### config.mk
export PLATFORM = sky130hd
export DESIGN_NAME = multicycle_control_unit_flat
export DESIGN_NICKNAME = d
export VERILOG_FILES = /design/src/rtl/multicycle_control_unit_if.sv /design/src/rtl/multicycle_control_unit.sv /design/src/flat_wrapper.sv
export SDC_FILE = /design/constraint.sdc
export NUM_CORES = 1
export LEC_CHECK = 0
export ABC_CLOCK_PERIOD_IN_PS = 3100
export CAP_MARGIN = 20
export CORE_MARGIN = 3
export CORE_UTILIZATION = 42
export CTS_CLUSTER_SIZE = 25
export DETAILED_ROUTE_END_ITERATION = 12
export HOLD_SLACK_MARGIN = 0.12
export PLACE_DENSITY = 0.81
export SETUP_SLACK_MARGIN = 0.1
export SLEW_MARGIN = 20
export SYNTH_ARGS = -nofsm -noshare
export SYNTH_HDL_FRONTEND = slang
export SYNTH_SLANG_ARGS = --single-unit
### constraint.sdc
create_clock -name clk -period 3.1 [get_ports clk]
set_clock_uncertainty 0.15 [all_clocks]
set_input_delay 0.62 -clock clk [delete_from_list [all_inputs] [get_ports clk]]
set_output_delay 0.62 -clock clk [all_outputs]
set_load 0.02 [all_outputs]
### src/rtl/multicycle_control_unit_if.sv
// Control bundle between the multi-cycle controller and its datapath.
// IR fields and status flow in; datapath steering and enables flow out.
interface multicycle_control_unit_if;
    logic [6:0] opcode;
    logic [2:0] funct3;
    logic       zero;
    logic       mem_ready;
    logic       pc_write;
    logic       adr_src;
    logic       mem_write;
    logic       ir_write;
    logic       reg_write;
    logic [1:0] result_src;
    logic [1:0] alu_src_a;
    logic [1:0] alu_src_b;
    logic [2:0] imm_src;
    logic [1:0] alu_op;
    logic       illegal;
    logic [3:0] state;

    modport master (
        input  opcode, funct3, zero, mem_ready,
        output pc_write, adr_src, mem_write, ir_write, reg_write,
        output result_src, alu_src_a, alu_src_b, imm_src, alu_op,
        output illegal, state
    );

    modport slave (
        output opcode, funct3, zero, mem_ready,
        input  pc_write, adr_src, mem_write, ir_write, reg_write,
        input  result_src, alu_src_a, alu_src_b, imm_src, alu_op,
        input  illegal, state
    );
endinterface

### src/rtl/multicycle_control_unit.sv
// Moore FSM sequencing the multi-cycle RISC-V datapath per instruction.
// Per-state controls are registered from the next state.
module multicycle_control_unit #(
    parameter bit MEM_WAIT     = 1'b1,
    parameter bit SUPPORT_LUI  = 1'b1,
    parameter bit SUPPORT_JALR = 1'b1
) (
    input logic clk,
    input logic reset,
    multicycle_control_unit_if.master bus
);
    typedef enum logic [3:0] {
        S_FETCH    = 4'd0,
        S_DECODE   = 4'd1,
        S_MEMADR   = 4'd2,
        S_MEMREAD  = 4'd3,
        S_MEMWB    = 4'd4,
        S_MEMWRITE = 4'd5,
        S_EXECUTER = 4'd6,
        S_EXECUTEI = 4'd7,
        S_ALUWB    = 4'd8,
        S_BRANCH   = 4'd9,
        S_JAL      = 4'd10,
        S_LUI      = 4'd11,
        S_JALR_T   = 4'd12,
        S_JALR_L   = 4'd13,
        S_ILLEGAL  = 4'd14
    } state_t;

    typedef struct packed {
        logic       adr_src;
        logic       mem_write;
        logic       reg_write;
        logic [1:0] result_src;
        logic [1:0] alu_src_a;
        logic [1:0] alu_src_b;
        logic [2:0] imm_src;
        logic [1:0] alu_op;
        logic       illegal;
        logic       fetch;
        logic       branch;
        logic       pc_update;
        logic       memadr;
    } ctl_t;

    localparam logic [6:0] OP_LOAD   = 7'b0000011;
    localparam logic [6:0] OP_STORE  = 7'b0100011;
    localparam logic [6:0] OP_RTYPE  = 7'b0110011;
    localparam logic [6:0] OP_ITYPE  = 7'b0010011;
    localparam logic [6:0] OP_BRANCH = 7'b1100011;
    localparam logic [6:0] OP_JAL    = 7'b1101111;
    localparam logic [6:0] OP_LUI    = 7'b0110111;
    localparam logic [6:0] OP_JALR   = 7'b1100111;

    state_t state_q;
    state_t nxt;
    ctl_t   ctl;
    logic   ready;
    logic   unused;

    assign ready  = MEM_WAIT ? bus.mem_ready : 1'b1;
    assign unused = ^bus.funct3[2:1];

    function automatic ctl_t decode(input state_t s);
        ctl_t c;
        c = '0;
        case (s)
            S_FETCH: begin
                c.fetch      = 1'b1;
                c.result_src = 2'b10;
                c.alu_src_b  = 2'b10;
            end
            S_DECODE: begin
                c.alu_src_a = 2'b01;
                c.alu_src_b = 2'b01;
                c.imm_src   = 3'b010;
            end
            S_MEMADR: begin
                c.alu_src_a = 2'b10;
                c.alu_src_b = 2'b01;
                c.memadr    = 1'b1;
            end
            S_MEMREAD: c.adr_src = 1'b1;
            S_MEMWB: begin
                c.result_src = 2'b01;
                c.reg_write  = 1'b1;
            end
            S_MEMWRITE: begin
                c.adr_src   = 1'b1;
                c.mem_write = 1'b1;
            end
            S_EXECUTER: begin
                c.alu_src_a = 2'b10;
                c.alu_op    = 2'b10;
            end
            S_EXECUTEI: begin
                c.alu_src_a = 2'b10;
                c.alu_src_b = 2'b01;
                c.alu_op    = 2'b10;
            end
            S_ALUWB: c.reg_write = 1'b1;
            S_BRANCH: begin
                c.alu_src_a = 2'b10;
                c.alu_op    = 2'b01;
                c.branch    = 1'b1;
            end
            S_JAL: begin
                c.alu_src_a = 2'b01;
                c.alu_src_b = 2'b10;
                c.imm_src   = 3'b011;
                c.pc_update = 1'b1;
            end
            S_LUI: begin
                c.imm_src    = 3'b100;
                c.result_src = 2'b11;
                c.reg_write  = 1'b1;
            end
            S_JALR_T: begin
                c.alu_src_a = 2'b10;
                c.alu_src_b = 2'b01;
            end
            // Link value OldPC+4 is formed here while PC takes ALUOut.
            S_JALR_L: begin
                c.alu_src_a = 2'b01;
                c.alu_src_b = 2'b10;
                c.pc_update = 1'b1;
            end
            S_ILLEGAL: c.illegal = 1'b1;
            default: ;
        endcase
        return c;
    endfunction

    always_comb begin
        nxt = S_FETCH;
        case (state_q)
            S_FETCH: nxt = ready ? S_DECODE : S_FETCH;
            S_DECODE: begin
                case (bus.opcode)
                    OP_LOAD, OP_STORE: nxt = S_MEMADR;
                    OP_RTYPE:  nxt = S_EXECUTER;
                    OP_ITYPE:  nxt = S_EXECUTEI;
                    OP_BRANCH: nxt = S_BRANCH;
                    OP_JAL:    nxt = S_JAL;
                    OP_LUI:    nxt = SUPPORT_LUI ? S_LUI : S_ILLEGAL;
                    OP_JALR:   nxt = SUPPORT_JALR ? S_JALR_T : S_ILLEGAL;
                    default:   nxt = S_ILLEGAL;
                endcase
            end
            S_MEMADR:   nxt = bus.opcode[5] ? S_MEMWRITE : S_MEMREAD;
            S_MEMREAD:  nxt = ready ? S_MEMWB : S_MEMREAD;
            S_MEMWRITE: nxt = ready ? S_FETCH : S_MEMWRITE;
            S_EXECUTER, S_EXECUTEI, S_JAL: nxt = S_ALUWB;
            S_JALR_T:   nxt = S_JALR_L;
            S_JALR_L:   nxt = S_ALUWB;
            default:    nxt = S_FETCH;
        endcase
    end

    always_ff @(posedge clk or posedge reset) begin
        if (reset) begin
            state_q <= S_FETCH;
            ctl     <= decode(S_FETCH);
        end else begin
            state_q <= nxt;
            ctl     <= decode(nxt);
        end
    end

    // FETCH enables and the branch decision follow live inputs.
    assign bus.ir_write   = ctl.fetch & ready;
    assign bus.pc_write   = ctl.pc_update | (ctl.fetch & ready)
                          | (ctl.branch & (bus.zero ^ bus.funct3[0]));
    assign bus.imm_src    = ctl.memadr ? {2'b00, bus.opcode[5]}
                                       : ctl.imm_src;
    assign bus.adr_src    = ctl.adr_src;
    assign bus.mem_write  = ctl.mem_write;
    assign bus.reg_write  = ctl.reg_write;
    assign bus.result_src = ctl.result_src;
    assign bus.alu_src_a  = ctl.alu_src_a;
    assign bus.alu_src_b  = ctl.alu_src_b;
    assign bus.alu_op     = ctl.alu_op;
    assign bus.illegal    = ctl.illegal;
    assign bus.state      = state_q;
endmodule
### src/flat_wrapper.sv
// flat-port wrapper written by rule: the top's interface ports become plain ports
module multicycle_control_unit_flat 
#(
    parameter bit MEM_WAIT     = 1'b1,
    parameter bit SUPPORT_LUI  = 1'b1,
    parameter bit SUPPORT_JALR = 1'b1
)
  (clk, reset, bus_opcode, bus_funct3, bus_zero, bus_mem_ready, bus_pc_write, bus_adr_src, bus_mem_write, bus_ir_write, bus_reg_write, bus_result_src, bus_alu_src_a, bus_alu_src_b, bus_imm_src, bus_alu_op, bus_illegal, bus_state);
  multicycle_control_unit_if bus_i ();
  input logic clk;
  input logic reset;
  input wire logic [$bits(bus_i.opcode)-1:0] bus_opcode;
  input wire logic [$bits(bus_i.funct3)-1:0] bus_funct3;
  input wire logic [$bits(bus_i.zero)-1:0] bus_zero;
  input wire logic [$bits(bus_i.mem_ready)-1:0] bus_mem_ready;
  output wire logic [$bits(bus_i.pc_write)-1:0] bus_pc_write;
  output wire logic [$bits(bus_i.adr_src)-1:0] bus_adr_src;
  output wire logic [$bits(bus_i.mem_write)-1:0] bus_mem_write;
  output wire logic [$bits(bus_i.ir_write)-1:0] bus_ir_write;
  output wire logic [$bits(bus_i.reg_write)-1:0] bus_reg_write;
  output wire logic [$bits(bus_i.result_src)-1:0] bus_result_src;
  output wire logic [$bits(bus_i.alu_src_a)-1:0] bus_alu_src_a;
  output wire logic [$bits(bus_i.alu_src_b)-1:0] bus_alu_src_b;
  output wire logic [$bits(bus_i.imm_src)-1:0] bus_imm_src;
  output wire logic [$bits(bus_i.alu_op)-1:0] bus_alu_op;
  output wire logic [$bits(bus_i.illegal)-1:0] bus_illegal;
  output wire logic [$bits(bus_i.state)-1:0] bus_state;
  assign bus_i.opcode = bus_opcode;
  assign bus_i.funct3 = bus_funct3;
  assign bus_i.zero = bus_zero;
  assign bus_i.mem_ready = bus_mem_ready;
  assign bus_pc_write = bus_i.pc_write;
  assign bus_adr_src = bus_i.adr_src;
  assign bus_mem_write = bus_i.mem_write;
  assign bus_ir_write = bus_i.ir_write;
  assign bus_reg_write = bus_i.reg_write;
  assign bus_result_src = bus_i.result_src;
  assign bus_alu_src_a = bus_i.alu_src_a;
  assign bus_alu_src_b = bus_i.alu_src_b;
  assign bus_imm_src = bus_i.imm_src;
  assign bus_alu_op = bus_i.alu_op;
  assign bus_illegal = bus_i.illegal;
  assign bus_state = bus_i.state;
  multicycle_control_unit #(.MEM_WAIT(MEM_WAIT), .SUPPORT_LUI(SUPPORT_LUI), .SUPPORT_JALR(SUPPORT_JALR)) u_core (.clk(clk), .reset(reset), .bus(bus_i));
endmodule
==> report_table.html, run 1 <==
<table>
<tr><th>Metric</th><th>Value</th></tr>
<tr><th colspan="2">Timing</th></tr>
<tr><td>Fmax</td><td>343.1 MHz</td></tr>
<tr><td>Worst slew margin relative to its limit</td><td>44.51%</td></tr>
<tr><td>Setup repair after global routing missed its margin</td><td>false</td></tr>
<tr><td>Number of max-slew violations in the final report</td><td>0</td></tr>
<tr><td>Crit path time final</td><td>2.914 ns</td></tr>
<tr><td>Sum of negative setup slack</td><td>0 ns</td></tr>
<tr><td>Hold violation count in the final report</td><td>0</td></tr>
<tr><td>Count of final setup violators</td><td>0</td></tr>
<tr><td>Slew at the pin closest to its max-slew limit</td><td>0.8314 ns</td></tr>
<tr><td>Fin crit share</td><td>between 90 and 100%</td></tr>
<tr><th colspan="2">Logic synthesis</th></tr>
<tr><td>Post-synth design cell area</td><td>around 1200 sq um</td></tr>
<tr><td>Post-synthesis net count</td><td>about 140</td></tr>
<tr><td>Top flip-flop cell by instance count after synthesis</td><td>sky130_fd_sc_hd__dfrtp_1</td></tr>
<tr><td>Avg Inst Size Synth</td><td>10.06 sq um</td></tr>
<tr><td>Seq cells post-synth</td><td>22</td></tr>
<tr><td>Number of distinct library cells after synthesis</td><td>45</td></tr>
<tr><td>Instance count of the mapped netlist</td><td>between 100 and 150</td></tr>
<tr><td>Fraction of the yosys area taken by sequential cells</td><td>between 40 and 50%</td></tr>
<tr><td>Number of enable-type register cells in the synthesized netlist</td><td>0</td></tr>
<tr><td>Post-synth ARST share</td><td>100.0%</td></tr>
<tr><td>Total of warnings raised by yosys</td><td>0</td></tr>
<tr><th colspan="2">Flow run</th></tr>
<tr><td>Number of maximum-capacitance constraint violations</td><td>0</td></tr>
<tr><th colspan="2">Floorplan</th></tr>
<tr><td>Top Ports</td><td>35</td></tr>
<tr><td>Die footprint</td><td>3634 sq um</td></tr>
<tr><td>Core Rows</td><td>19</td></tr>
<tr><td>Starting density of the core</td><td>44.49%</td></tr>
<tr><td>Die Wd</td><td>60.28 um</td></tr>
<tr><td>Die Y</td><td>around 60 um</td></tr>
<tr><td>Total core area</td><td>around 2800 sq um</td></tr>
<tr><th colspan="2">Routing</th></tr>
<tr><td>DRC violation count after routing</td><td>1</td></tr>
<tr><td>Avg Vias per Cell</td><td>between 5 and 6</td></tr>
<tr><td>Detailed Routing Iterations Pass 1</td><td>8</td></tr>
<tr><td>ANT nets after route</td><td>0</td></tr>
<tr><td>Post-Route WL</td><td>~2600 um</td></tr>
<tr><td>DR vias</td><td>between 900 and 1000</td></tr>
<tr><td>Violation count after the first detailed-routing iteration</td><td>between 40 and 50</td></tr>
<tr><td>Wire length per cell after detailed routing</td><td>roughly 15 um</td></tr>
<tr><th colspan="2">Layout</th></tr>
<tr><td>Synth-to-layout area growth</td><td>24.06%</td></tr>
<tr><td>Fraction of layout cells with a size suffix above 1</td><td>roughly 12%</td></tr>
<tr><td>Final cell area excluding filler cells</td><td>between 1500 and 2000 sq um</td></tr>
<tr><td>Antenna cells</td><td>0</td></tr>
<tr><td>Non-filler cells in the finished layout</td><td>177</td></tr>
<tr><td>Final core utilization</td><td>55.20%</td></tr>
<tr><td>Number of inserted filler cells in the final layout</td><td>273</td></tr>
<tr><td>Number of nets in the finished design</td><td>about 160</td></tr>
<tr><th colspan="2">Global routing</th></tr>
<tr><td>Global router's overall resource usage</td><td>around 16%</td></tr>
<tr><td>GRT overflow</td><td>0</td></tr>
<tr><td>Antenna violations before repair</td><td>0</td></tr>
<tr><td>Maximum number of pins on one net before global-route repair</td><td>23</td></tr>
<tr><td>Peak-usage layer in the global routing report</td><td>met2</td></tr>
<tr><td>GR Util met3</td><td>1.296%</td></tr>
<tr><td>M1 GR Usage</td><td>19.84%</td></tr>
<tr><td>Met2 Resource Use GR</td><td>~29%</td></tr>
<tr><td>Vias in the first global route</td><td>957</td></tr>
<tr><td>First-pass GRT wire length</td><td>4388 um</td></tr>
<tr><th colspan="2">Clock tree</th></tr>
<tr><td>Cells resized by post-CTS repair</td><td>0</td></tr>
<tr><td>Number of H-tree branching levels</td><td>1</td></tr>
<tr><td>Post-CTS Repair Setup Buffers</td><td>0</td></tr>
<tr><td>Insertion delay to the later sink of the worst-skew pair</td><td>0.30 ns</td></tr>
<tr><td>Post-CTS Hold Fix Bufs</td><td>0</td></tr>
<tr><td>Root buffer cell</td><td>sky130_fd_sc_hd__clkbuf_4</td></tr>
<tr><td>Clock tree from TritonCTS</td><td>yes</td></tr>
<tr><td>Maximum clock path buffer count</td><td>2</td></tr>
<tr><td>Inserted Clock Buffers</td><td>3</td></tr>
<tr><td>Clock-pin transition on the worst setup and hold timing paths</td><td>0.11 ns</td></tr>
<tr><td>Sinks on the clock net</td><td>22</td></tr>
<tr><th colspan="2">Placement</th></tr>
<tr><td>Area after detailed placement</td><td>1499 sq um</td></tr>
<tr><td>Count of input and output buffers</td><td>32</td></tr>
<tr><td>Placed cells</td><td>around 170</td></tr>
<tr><td>Routability-driven placement congestion ratio</td><td>0.8519</td></tr>
<tr><td>DPL Wire Length</td><td>2038 um</td></tr>
<tr><th colspan="2">Worst setup path</th></tr>
<tr><td>Reg2reg path depth</td><td>5</td></tr>
<tr><td>Required time at the endpoint of the critical path</td><td>roughly 2.3 ns</td></tr>
<tr><td>Terminus of the critical flop-to-flop path</td><td>u_core.bus.alu_src_a[1]</td></tr>
<tr><td>CP max FO</td><td>5</td></tr>
<tr><td>CP Launch Type</td><td>primary input</td></tr>
<tr><td>Signal arrival time at the worst endpoint</td><td>between 2 and 2.5 ns</td></tr>
<tr><td>Endpoint type of the worst setup path</td><td>output pin</td></tr>
<tr><td>Startpoint-to-endpoint class of the critical path</td><td>in -&gt; out</td></tr>
<tr><td>Worst reg2reg startpoint</td><td>u_core.bus.state[1]</td></tr>
<tr><td>Minimum setup slack among reg-to-reg paths</td><td>approximately 0.67 ns</td></tr>
<tr><th colspan="2">Power and ir drop</th></tr>
<tr><td>Leakage power of the design</td><td>0.7141 nW</td></tr>
<tr><td>Power density over the cells</td><td>941.4 nW/um^2</td></tr>
<tr><td>IR Drop Worst-Case VDD</td><td>685.0 uV</td></tr>
<tr><td>Total power after layout</td><td>1.445 mW</td></tr>
<tr><th colspan="2">Min path</th></tr>
<tr><td>Hold path depth</td><td>2</td></tr>
<tr><td>Terminating pin of the worst hold path</td><td>u_core.bus.reg_write</td></tr>
<tr><td>Hold Crit Class</td><td>reg -&gt; reg</td></tr>
<tr><td>Hold wc startpoint</td><td>u_core.bus.state[0]</td></tr>
<tr><th colspan="2">Run status</th></tr>
<tr><td>Violated checks</td><td>design-rule violations</td></tr>
<tr><td>Run status</td><td>complete, but fails checks</td></tr>
</table>
==> state kept, by name, summed over array words and instances (netlist names) <==
register and flops:
u_core.bus.alu_src_a 2, u_core.bus.result_src 2, u_core.bus.mem_write 1, u_core.bus.alu_op 2, u_core.bus.adr_src 1, u_core.ctl 6, u_core.bus.reg_write 1, u_core.bus.state 4
u_core.bus.illegal 1, u_core.bus.alu_src_b 2
==> stage by stage <==
step           setup slack, ns  hold WS, ns
6_report                0.1858       0.5510
5_1_grt                 0.1400       0.5998
4_1_cts                 0.1710       0.5556
3_5_place_dp            0.1342       0.5254
3_3_place_gp            0.1458       0.5018
2_1_floorplan           0.7862       0.4570
==> layer usage <==
metal	part of all wire (%)	vias up	wire [um]
met5	0	-	0
met3	5.2	4	135
met4	1.4	0	37
met2	52	35	1369
met1	41	478	1078
li1	-	469	-
==> how the worst max path moves through the flow <==
stage | endpoint | slack [ns] | start | cells past startpoint
global route | bus_imm_src[0] | 0.14 | bus_opcode[5] | 4
floorplan | u_core.bus.alu_src_a[1] | 0.79 | u_core.bus.state[2] | 8
detailed placement | u_core.bus.alu_src_a[1] | 0.13 | bus_opcode[5] | 6
finish | bus_imm_src[0] | 0.19 | bus_opcode[5] | 4
CTS | bus_imm_src[0] | 0.17 | bus_opcode[5] | 4
global placement | u_core.bus.alu_src_a[1] | 0.15 | bus_opcode[5] | 6
==> worst max-delay path: stages <==
cell	delay, ns
sky130_fd_sc_hd__clkdlybuf4s50_1	0.51
sky130_fd_sc_hd__buf_4	0.21
sky130_fd_sc_hd__mux2_2	0.27
sky130_fd_sc_hd__clkdlybuf4s50_1	0.54
==> synth_stat cells, types with 2 or more instances <==
cell type	number	area (sq um)
sky130_fd_sc_hd__nand3_1	8	40.04
sky130_fd_sc_hd__o211a_1	2	20.02
sky130_fd_sc_hd__inv_1	6	22.52
sky130_fd_sc_hd__a211o_1	2	17.52
sky130_fd_sc_hd__dfstp_2	3	78.83
sky130_fd_sc_hd__a21oi_1	4	20.02
sky130_fd_sc_hd__buf_6	3	33.78
sky130_fd_sc_hd__or4bb_1	2	22.52
sky130_fd_sc_hd__and2_1	3	18.77
sky130_fd_sc_hd__nand2_1	10	37.54
sky130_fd_sc_hd__dfrtp_1	19	475.5
sky130_fd_sc_hd__nand2b_1	2	12.51
sky130_fd_sc_hd__or3b_2	2	17.52
sky130_fd_sc_hd__nand3b_1	4	30.03
sky130_fd_sc_hd__or4b_1	2	20.02
sky130_fd_sc_hd__o21ai_0	3	15.01
sky130_fd_sc_hd__buf_4	8	60.06
sky130_fd_sc_hd__nor2b_1	3	18.77
sky130_fd_sc_hd__buf_2	3	15.01
sky130_fd_sc_hd__nor2_1	9	33.78
==> report_power, final <==
part           switching (mW)  internal, mW
combinational           0.433         0.377
sequential             0.0779         0.404
clock                  0.0812        0.0716
==> layout by cell type, fill, tap and decap left out, types with 2 or more instances in the layout <==
| cell | n |
|---|---|
| sky130_fd_sc_hd__nor2b_1 | 3 |
| sky130_fd_sc_hd__a211o_1 | 2 |
| sky130_fd_sc_hd__dfrtp_1 | 19 |
| sky130_fd_sc_hd__o211a_1 | 2 |
| sky130_fd_sc_hd__or4b_1 | 2 |
| sky130_fd_sc_hd__dfstp_2 | 3 |
| sky130_fd_sc_hd__inv_1 | 6 |
| sky130_fd_sc_hd__or4bb_1 | 2 |
| sky130_fd_sc_hd__nor2_1 | 9 |
| sky130_fd_sc_hd__or3b_2 | 2 |
| sky130_fd_sc_hd__and2_1 | 3 |
| sky130_fd_sc_hd__nand3_1 | 8 |
| sky130_fd_sc_hd__o21ai_0 | 3 |
| sky130_fd_sc_hd__a21oi_1 | 4 |
| sky130_fd_sc_hd__nand2b_1 | 2 |
| sky130_fd_sc_hd__clkbuf_4 | 3 |
| sky130_fd_sc_hd__nand2_1 | 10 |
| sky130_fd_sc_hd__clkdlybuf4s50_1 | 32 |
| sky130_fd_sc_hd__nand3b_1 | 4 |
| sky130_fd_sc_hd__buf_4 | 2 |
==> kinds of logic (layout without fill, tap and decap cells) <==
group	count (synthesis)	in the layout	share of synthesized area, %
XOR/XNOR	3	3	2.731
buffers and inverters	21	44	10.92
multiplexers	2	2	1.719
AO/OA/AOI/OAI	21	21	13.25
flip-flops	22	22	44.79
AND/OR/NAND/NOR	54	54	26.59
==> area by class of cell <==
class	count	area (sq um)	area share (%)
sequential	22	554.3	36.10
multi-input combinational	80	548.0	35.70
timing repair buffer	34	335.3	21.84
tap	31	38.79	2.526
clock buffer	4	36.28	2.363
inverter	6	22.52	1.467
(Power assumes the default switching activity.)
==> run 2: changes to the inputs <==
--- a/config.mk
+++ b/config.mk
@@ -9,6 +9,7 @@
 export CAP_MARGIN = 20
 export CORE_MARGIN = 3
 export CORE_UTILIZATION = 42
+export CTS_CLUSTER_DIAMETER = 50
 export CTS_CLUSTER_SIZE = 25
 export DETAILED_ROUTE_END_ITERATION = 12
 export HOLD_SLACK_MARGIN = 0.12
==> results of run 2 <==
No change in the layout: final DEF, timing and power equal those of run 1.
